===== config.mk =====
export PLATFORM = sky130hd
export DESIGN_NAME = master_in_port_flat
export DESIGN_NICKNAME = d
export VERILOG_FILES = /design/src/rtl/master_in_port_pkg.sv /design/src/rtl/master_in_port_if.sv /design/src/rtl/master_in_port_shreg.sv /design/src/rtl/master_in_port.sv /design/src/flat_wrapper.sv
export SDC_FILE = /design/constraint.sdc
export NUM_CORES = 1
export LEC_CHECK = 0
export ABC_AREA = 0
export CAP_MARGIN = 10
export CORE_ASPECT_RATIO = 1.5
export CORE_MARGIN = 2
export CORE_UTILIZATION = 46
export DETAILED_ROUTE_END_ITERATION = 12
export PLACE_DENSITY = 0.73
export SLEW_MARGIN = 20
export SYNTH_ARGS = -nofsm -noshare
export SYNTH_HDL_FRONTEND = slang
export SYNTH_SLANG_ARGS = --single-unit

===== constraint.sdc =====
create_clock -name clk -period 2.3 [get_ports clk]
set_input_delay 0.69 -clock clk [delete_from_list [all_inputs] [get_ports clk]]
set_output_delay 0.69 -clock clk [all_outputs]
set_load 0.03 [all_outputs]

===== src/rtl/master_in_port_pkg.sv =====
// Shared definitions for the master input port.
// Holds the receiver state encodings (the bus uses 4-bit state codes)
// and the default frame width and inter-bit timeout.
package master_in_port_pkg;

  localparam int DEF_DATA_W  = 8;
  localparam int DEF_TIMEOUT = 16;

  localparam logic [3:0] ST_IDLE    = 4'h0;
  localparam logic [3:0] ST_RECEIVE = 4'h1;

  typedef enum logic [3:0] {
    IDLE    = ST_IDLE,
    RECEIVE = ST_RECEIVE
  } mip_state_e;

endpackage


===== src/rtl/master_in_port_if.sv =====
// Signal bundle between the master input port, the slave output port
// that streams serial frames into it, and the consumer of assembled words.
//   rx_data/rx_valid/rx_done : serial bit, bit strobe, last-bit marker
//   master_ready             : receiver may accept a new frame
//   dout/dout_valid/dout_ready : parallel word handshake toward the consumer
//   frame_err                : one-cycle abort pulse
//   busy                     : a frame is being received
// modport master : the receiver (master_in_port)
// modport slave  : the serial source plus the word consumer
interface master_in_port_if
  import master_in_port_pkg::*;
#(
  parameter int DATA_W = DEF_DATA_W
);

  logic              rx_data;
  logic              rx_valid;
  logic              rx_done;
  logic              master_ready;
  logic [DATA_W-1:0] dout;
  logic              dout_valid;
  logic              dout_ready;
  logic              frame_err;
  logic              busy;

  modport master (
    input  rx_data, rx_valid, rx_done, dout_ready,
    output master_ready, dout, dout_valid, frame_err, busy
  );

  modport slave (
    output rx_data, rx_valid, rx_done, dout_ready,
    input  master_ready, dout, dout_valid, frame_err, busy
  );

endinterface


===== src/rtl/master_in_port_shreg.sv =====
// Capture register for the master input port: an indexed-write shift
// register plus the bit counter that selects the write position.
// Ports:
//   clk, reset    : clock, asynchronous active-low reset
//   wr_i          : store bit_i this cycle
//   start_i       : write goes to bit 0 (first bit of a frame)
//   clr_i         : bit counter returns to 0 on this edge
//   bit_i         : serial data bit
//   word_next_o   : register contents including this cycle's write
//   bit_cnt_o     : next write position
module master_in_shreg #(
  parameter int DATA_W = 8,
  parameter int CNT_W  = $clog2(DATA_W) + 1
) (
  input  logic              clk,
  input  logic              reset,
  input  logic              wr_i,
  input  logic              start_i,
  input  logic              clr_i,
  input  logic              bit_i,
  output logic [DATA_W-1:0] word_next_o,
  output logic [CNT_W-1:0]  bit_cnt_o
);

  logic [DATA_W-1:0] shreg_q, shreg_d;
  logic [CNT_W-1:0]  cnt_q, cnt_d;
  logic [CNT_W-1:0]  idx;

  assign idx = start_i ? '0 : cnt_q;

  always_comb begin
    shreg_d = shreg_q;
    if (wr_i) begin
      for (int i = 0; i < DATA_W; i++) begin
        if (idx == CNT_W'(i)) shreg_d[i] = bit_i;
      end
    end
    cnt_d = cnt_q;
    if (clr_i)     cnt_d = '0;
    else if (wr_i) cnt_d = idx + CNT_W'(1);
  end

  always_ff @(posedge clk or negedge reset) begin
    if (!reset) begin
      shreg_q <= '0;
      cnt_q   <= '0;
    end else begin
      shreg_q <= shreg_d;
      cnt_q   <= cnt_d;
    end
  end

  // The completing bit is folded in combinationally so the output word
  // can be loaded on the same edge that samples the last bit.
  assign word_next_o = shreg_d;
  assign bit_cnt_o   = cnt_q;

endmodule


===== src/rtl/master_in_port.sv =====
// Master input port: deserializes LSB-first frames from the slave output
// port, holds one finished word for the consumer, and aborts short, long
// or stalled frames with a one-cycle frame_err pulse.
// Ports:
//   clk   : system clock, rising edge
//   reset : asynchronous active-low reset
//   bus   : master_in_port_if.master (serial input, word output, status)
module master_in_port
  import master_in_port_pkg::*;
#(
  parameter  int DATA_W  = DEF_DATA_W,
  parameter  int TIMEOUT = DEF_TIMEOUT,
  localparam int CNT_W   = $clog2(DATA_W) + 1,
  localparam int TO_W    = $clog2(TIMEOUT + 1)
) (
  input  logic             clk,
  input  logic             reset,
  master_in_port_if.master bus
);

  mip_state_e        state_q, state_d;
  logic [TO_W-1:0]   to_q, to_d;
  logic [DATA_W-1:0] dout_q, dout_d;
  logic              dout_valid_q, dout_valid_d;
  logic              frame_err_q, frame_err_d;

  logic              sh_wr, sh_start, sh_clr;
  logic [DATA_W-1:0] word_next;
  logic [CNT_W-1:0]  bit_cnt;
  logic              last_bit;

  master_in_shreg #(
    .DATA_W (DATA_W),
    .CNT_W  (CNT_W)
  ) u_shreg (
    .clk         (clk),
    .reset       (reset),
    .wr_i        (sh_wr),
    .start_i     (sh_start),
    .clr_i       (sh_clr),
    .bit_i       (bus.rx_data),
    .word_next_o (word_next),
    .bit_cnt_o   (bit_cnt)
  );

  assign last_bit = (bit_cnt == CNT_W'(DATA_W - 1));

  always_comb begin
    state_d      = state_q;
    to_d         = to_q;
    dout_d       = dout_q;
    dout_valid_d = dout_valid_q;
    frame_err_d  = 1'b0;
    sh_wr        = 1'b0;
    sh_start     = 1'b0;
    sh_clr       = 1'b0;

    if (dout_valid_q && bus.dout_ready) dout_valid_d = 1'b0;

    unique case (state_q)
      IDLE: begin
        if (bus.rx_valid) begin
          if (dout_valid_q) begin
            // Previous word still unread: the bit is dropped.
            frame_err_d = 1'b1;
          end else begin
            sh_wr    = 1'b1;
            sh_start = 1'b1;
            to_d     = '0;
            state_d  = RECEIVE;
          end
        end
      end
      RECEIVE: begin
        if (bus.rx_valid) begin
          sh_wr = 1'b1;
          to_d  = '0;
          if (bus.rx_done) begin
            sh_clr  = 1'b1;
            state_d = IDLE;
            if (last_bit) begin
              // Load overrides a same-edge consumer read.
              dout_d       = word_next;
              dout_valid_d = 1'b1;
            end else begin
              frame_err_d = 1'b1;
            end
          end else if (last_bit) begin
            frame_err_d = 1'b1;
            sh_clr      = 1'b1;
            state_d     = IDLE;
          end
        end else if (to_q == TO_W'(TIMEOUT - 1)) begin
          frame_err_d = 1'b1;
          sh_clr      = 1'b1;
          to_d        = '0;
          state_d     = IDLE;
        end else begin
          to_d = to_q + TO_W'(1);
        end
      end
      default: state_d = IDLE;
    endcase
  end

  always_ff @(posedge clk or negedge reset) begin
    if (!reset) begin
      state_q      <= IDLE;
      to_q         <= '0;
      dout_q       <= '0;
      dout_valid_q <= 1'b0;
      frame_err_q  <= 1'b0;
    end else begin
      state_q      <= state_d;
      to_q         <= to_d;
      dout_q       <= dout_d;
      dout_valid_q <= dout_valid_d;
      frame_err_q  <= frame_err_d;
    end
  end

  // reset is folded in so master_ready is low while reset is held.
  assign bus.master_ready = reset && (state_q == IDLE) && !dout_valid_q;
  assign bus.dout         = dout_q;
  assign bus.dout_valid   = dout_valid_q;
  assign bus.frame_err    = frame_err_q;
  assign bus.busy         = (state_q == RECEIVE);

endmodule


===== src/flat_wrapper.sv =====
// flat-port wrapper written by rule: the top's interface ports become plain ports
module master_in_port_flat import master_in_port_pkg::*;
#(
  parameter  int DATA_W  = DEF_DATA_W,
  parameter  int TIMEOUT = DEF_TIMEOUT,
  localparam int CNT_W   = $clog2(DATA_W) + 1,
  localparam int TO_W    = $clog2(TIMEOUT + 1)
)
  (clk, reset, bus_rx_data, bus_rx_valid, bus_rx_done, bus_dout_ready, bus_master_ready, bus_dout, bus_dout_valid, bus_frame_err, bus_busy);
  master_in_port_if #(.DATA_W(DATA_W)) bus_i ();
  input  logic clk;
  input  logic reset;
  input wire logic [$bits(bus_i.rx_data)-1:0] bus_rx_data;
  input wire logic [$bits(bus_i.rx_valid)-1:0] bus_rx_valid;
  input wire logic [$bits(bus_i.rx_done)-1:0] bus_rx_done;
  input wire logic [$bits(bus_i.dout_ready)-1:0] bus_dout_ready;
  output wire logic [$bits(bus_i.master_ready)-1:0] bus_master_ready;
  output wire logic [$bits(bus_i.dout)-1:0] bus_dout;
  output wire logic [$bits(bus_i.dout_valid)-1:0] bus_dout_valid;
  output wire logic [$bits(bus_i.frame_err)-1:0] bus_frame_err;
  output wire logic [$bits(bus_i.busy)-1:0] bus_busy;
  assign bus_i.rx_data = bus_rx_data;
  assign bus_i.rx_valid = bus_rx_valid;
  assign bus_i.rx_done = bus_rx_done;
  assign bus_i.dout_ready = bus_dout_ready;
  assign bus_master_ready = bus_i.master_ready;
  assign bus_dout = bus_i.dout;
  assign bus_dout_valid = bus_i.dout_valid;
  assign bus_frame_err = bus_i.frame_err;
  assign bus_busy = bus_i.busy;
  master_in_port #(.DATA_W(DATA_W), .TIMEOUT(TIMEOUT)) u_core (.clk(clk), .reset(reset), .bus(bus_i));
endmodule

=== Word-level counts from Yosys, hierarchy flattened ===
Index checks and enable logic that the tools add are counted.

* Add/sub/neg operators: 2
* Equal/unequal tests: 14
* Mux-type cells: 45
* Reductions and logical operators: 11

{| class="wikitable"
|+ Operators by type and width
! kind !! count
|-
| 4-bit two-way mux || 9
|-
| 1-bit two-way mux || 27
|-
| 4-bit by 3-bit equality test with 1-bit output, second input constant || 5
|-
| 5-bit two-way mux || 4
|-
| 5-bit case mux with 2 select lines || 1
|-
| 4-bit by 1-bit equality test with 1-bit output, second input constant || 2
|-
| 4-bit by 2-bit equality test with 1-bit output, second input constant || 2
|-
| 4-bit logical NOT || 2
|-
| 8-bit two-way mux || 1
|-
| 4-bit case mux with 2 select lines || 1
|-
| 4-bit AND reduction || 2
|-
| 5-bit by 1-bit adder with 5-bit output, second input constant || 1
|-
| 5-bit by 4-bit equality test with 1-bit output, second input constant || 1
|-
| 4-bit by 1-bit adder with 4-bit output, second input constant || 1
|-
| 2-bit inequality test, second input constant || 2
|-
| 4-bit by 3-bit inequality test with 1-bit output, second input constant || 1
|-
| 1-bit case mux with 2 select lines || 2
|-
| 2-bit nonzero test || 2
|-
| 1-bit logical AND || 3
|-
| 3-bit by 2-bit inequality test with 1-bit output, second input constant || 1
|-
| 3-bit AND reduction || 1
|-
| 1-bit logical NOT || 1
|}

* Flip-flop bits (word level): 31
* Input port bits: 6
* Output and inout port bits: 12
* Logic and storage cells: 79

=== Longest topological paths before layout ===
* Depth in word-level cells: 7
* Depth in mapped cells: 7
* Mapped depth without buffers: 5

=== By module ===
A second synthesis with hierarchy kept.

* Cells, all modules: 120
* Area total of the unflattened synthesis: 1,420.1 um^2

{| class="wikitable"
|+ By module, submodules not included
! module !! times used !! cells an instance !! area each (um^2) !! seq. area each (um^2)
|-
| master_in_port || 1 || 64 || 803.3 || 400.4
|-
| master_in_shreg || 1 || 56 || 616.8 || 300.3
|}

=== Least setup slack after synthesis ===
No wires, ideal clock.

* Kind: flip-flop to output port
* Start: reg u_core.state_q[0]
* End: out bus_master_ready
* Arrival time: 1.097 ns
* Required time: 1.610 ns
* Setup slack: 0.513 ns
* Stages on the path, launching flop included: 4
* Buffers on the path: 1
* Cells stage by stage: dfrtp_1 -> buf_2 -> inv_1 -> and3_1

* Cells in the longest elaborated chain, start to end: 3

{| class="wikitable"
|+ Ends and longest elaborated chain
! item !! line !! source
|-
| from (decl) || master_in_port.sv:21 || <nowiki>mip_state_e state_q, state_d;</nowiki>
|-
| from (signal assigned) || master_in_port.sv:114 || <nowiki>state_q <= state_d;</nowiki>
|-
| 4-bit logical NOT || master_in_port.sv:123 || <nowiki>assign bus.master_ready = reset && (state_q == IDLE) && !dout_valid_q;</nowiki>
|-
| 1-bit logical AND (2 in a row) || master_in_port.sv:123 ||
|-
| to (decl) || flat_wrapper.sv:17 || <nowiki>output wire logic [$bits(bus_i.master_ready)-1:0] bus_master_ready;</nowiki>
|}

No other way between the ends.

=== Worst setup path after layout ===
* Start: in reset
* End: out bus_master_ready

* Cells in the longest elaborated chain, start to end: 2

{| class="wikitable"
|+ Ends and longest elaborated chain
! item !! line !! source
|-
| from (decl) || flat_wrapper.sv:12 || <nowiki>input logic reset;</nowiki>
|-
| 1-bit logical AND (2 in a row) || master_in_port.sv:123 ||
|}

No other way between the ends.

==> results.md <==
- Final Cell Area: around 1600 um^2
- Routed vias: between 1k and 1.5k
- Synth cell types: 35
- Largest net degree at the start of global routing: 28
- Least-Margin Pin Slew: between 0.5 and 0.6 ns
- CP Capture Type: primary output
- Register area share after synthesis: roughly 50%
- Clock sink count: 27
- RSZ-0062 raised after global routing: false
- Most frequent cells in the layout: 27 x dfrtp_1, 16 x clkdlybuf4s50_1, 14 x o21ai_0
- Die Y: slightly above 70 um
- Initial DRC Count: 31
- WL per Instance: 14.9 um
- CP Class: in2out
- Max-slew violations: 0
- Area grow syn2layout: 18.6%
- CTS max path bufs: 2
- Root buf cell: clkbuf_8
- Gpl congestion: between 0.8 and 0.9
- Commonest non-fill, non-tap cell in the layout: dfrtp_1
- Setup TNS: 0 ns
- Post-CTS Hold Buffers: 0
- Crit Path Max Fanout: 2
- Final period utilization: between 90% and 100%
- Startpoint Class: primary input
- Final critical path time including I/O delays and setup: 2.22 ns
- Worst EP required: 1.61 ns
- H-Tree Level Count: 1
- Clk slew on worst S/H paths: approximately 0.080 ns
- Worst relative slew slack: 62.5%
- Placed Instance Area: 1560 um^2
- Synthesized area per cell: 10.1 um^2
- I/O pins: 18
- First-pass GRT wire length: 4660 um
- Status: complete, no violations
- Post-Syn Instances: ~130
- Routed WL: between 2000 and 3000 um
- Drt pass-1 iters: 4
- Max-cap violations: 0
- Die Width: between 40 and 50 um
- Flops & latches, synth: 27
- Remaining DRCs: 0
- Inserted Diodes: 0
- Final hold violations: 0
- Fin nets: 159
- HP Class: reg2reg
- Mapped cell area: approximately 1400 um^2
- Share of cells above drive strength 1: 10.7%
- Hpwl dp: between 2000 and 2500 um
- Max rail drop VDD: between 0.5 and 0.6 mV
- Pwr/cell area: about 870 nW/um^2
- CTS tree: built
- Core Box Area: between 2000 and 3000 um^2
- Post-CTS setup buffer count: 0
- Vias in the first global route: 1,053
- Via/cell ratio: a little under 6
- Final clock skew: around 0.0043 ns
- Worst skew pair latency: 0.27 ns
- Reg2Reg Setup Slack: approximately 0.49 ns
- GRT Util Overall: a little under a fifth
- Post-route ant nets: 0
- PostCTS Resize Cnt: 0
- Port bufs: 17
- Syn_nets: 142
- Final setup violation count: 0
- Ys Warns: 0
- Leakage: between 0.7 and 0.8 nW
- Worst EP arrival: 1.53 ns
- Site Rows: 24
- Initial antenna violation count: 0
- Highest Clock Rate: roughly 0.45 GHz
- Overflow after GRT: 0
- CTS Buf Count: 3
- Die area: about 3400 um^2
- Initial core utilization: approximately 47%
==> synthesized netlist by cell type <==
cell,count,area [um^2]
nand2b_1,1,6.26
a21oi_1,3,15.0
o22ai_1,1,6.26
o311ai_0,1,8.76
a41oi_1,2,17.5
a21o_1,2,15.0
a31oi_1,6,37.5
a32o_1,1,10.0
inv_1,6,22.5
and3_1,4,25.0
and4b_1,1,10.0
nand2_1,11,41.3
or3b_1,1,8.76
dfrtp_1,27,676
a31o_2,1,8.76
clkbuf_1,6,22.5
a22o_1,1,8.76
ha_1,2,25.0
a2bb2oi_1,2,17.5
and2_0,1,6.26
mux2_2,7,78.8
buf_2,2,10.0
o31ai_1,6,45.0
or4_1,1,7.51
nor2b_1,5,31.3
o21ai_0,14,70.1
nor2_1,2,7.51
nand4b_1,2,17.5
and3b_1,1,8.76
o21a_1,1,7.51
or2_2,1,6.26
nor3_1,3,15.0
nand3_1,5,25.0
o31a_1,2,17.5
nand3b_1,2,15.0
==> kinds of logic (layout without fill, tap and decap cells) <==
group	Yosys count	count (layout)	synth area share (%)
buffers and inverters	14	30	4.07
and+or+nand+nor	41	41	17.1
DFF	27	27	50.0
adders and majority gates	2	2	1.85
muxes	7	7	5.83
AOI/OAI and AO/OA	43	43	21.1
==> power breakdown <==
part	switching (mW)	internal (mW)
Clock	0.140	0.124
Combinational	0.239	0.198
Sequential	0.113	0.580
Total	0.492	0.902
==> state kept, by name, summed over array words and instances, names as in the netlist <==
register                  count
u_core.u_shreg.shreg_q        7
u_core.bus.dout_valid         1
u_core.u_shreg.bit_cnt_o      4
u_core.bus.frame_err          1
u_core.to_q                   5
u_core.state_q                1
u_core.bus.dout               8
==> stage by stage <==
| step | util, % | power, mW | setup slack (ns) | cells | hold slack (ns) |
|---|---|---|---|---|---|
| after floorplan | - | 0.997 | 0.513 | 134 | 0.394 |
| after global placement | 54.6 | 1.12 | 0.0761 | 185 | 0.478 |
| after detailed placement | 54.6 | 1.14 | 0.0849 | 185 | 0.489 |
| after CTS | 56.2 | 1.40 | 0.0743 | 189 | 0.509 |
| after global routing | 56.2 | 1.49 | 0.0580 | 189 | 0.533 |
| final | 56.2 | 1.39 | 0.0765 | 189 | 0.513 |
==> worst paths after layout <==
path,cells past startpoint,end,startpoint
min in group asynchronous,2,u_core.bus.dout[0],reset
max in group asynchronous,2,u_core.u_shreg.shreg_q[4],reset
min reg2reg,1,u_core.u_shreg.shreg_q[5],u_core.u_shreg.shreg_q[5]
max reg2reg,5,u_core.u_shreg.bit_cnt_o[3],u_core.u_shreg.bit_cnt_o[1]
min,1,u_core.u_shreg.shreg_q[5],u_core.u_shreg.shreg_q[5]
max,3,bus_master_ready,reset
==> worst max-delay path: stages <==
cell             delay, ns
clkdlybuf4s50_1       0.49
and3_1                0.19
buf_4                 0.16
==> layout make-up <==
class,instances,area [um^2]
clock buffers,4,45.0
well taps,39,48.8
repair buffers,20,190
inverters,6,22.5
fillers,255,1250
flip-flops and latches,27,676
multi-input cells,93,621
==> per-layer routing <==
layer / wire (um) / GRT usage, % / up-vias
li1: - / - / 526
met5: 0 / 0 / -
met2: 1420 / 29.4 / 31
met3: 120 / 2.84 / 9
met4: 91 / 10.5 / 0
met1: 1180 / 24.0 / 526
Note: power is estimated with default switching activity, not from simulation.
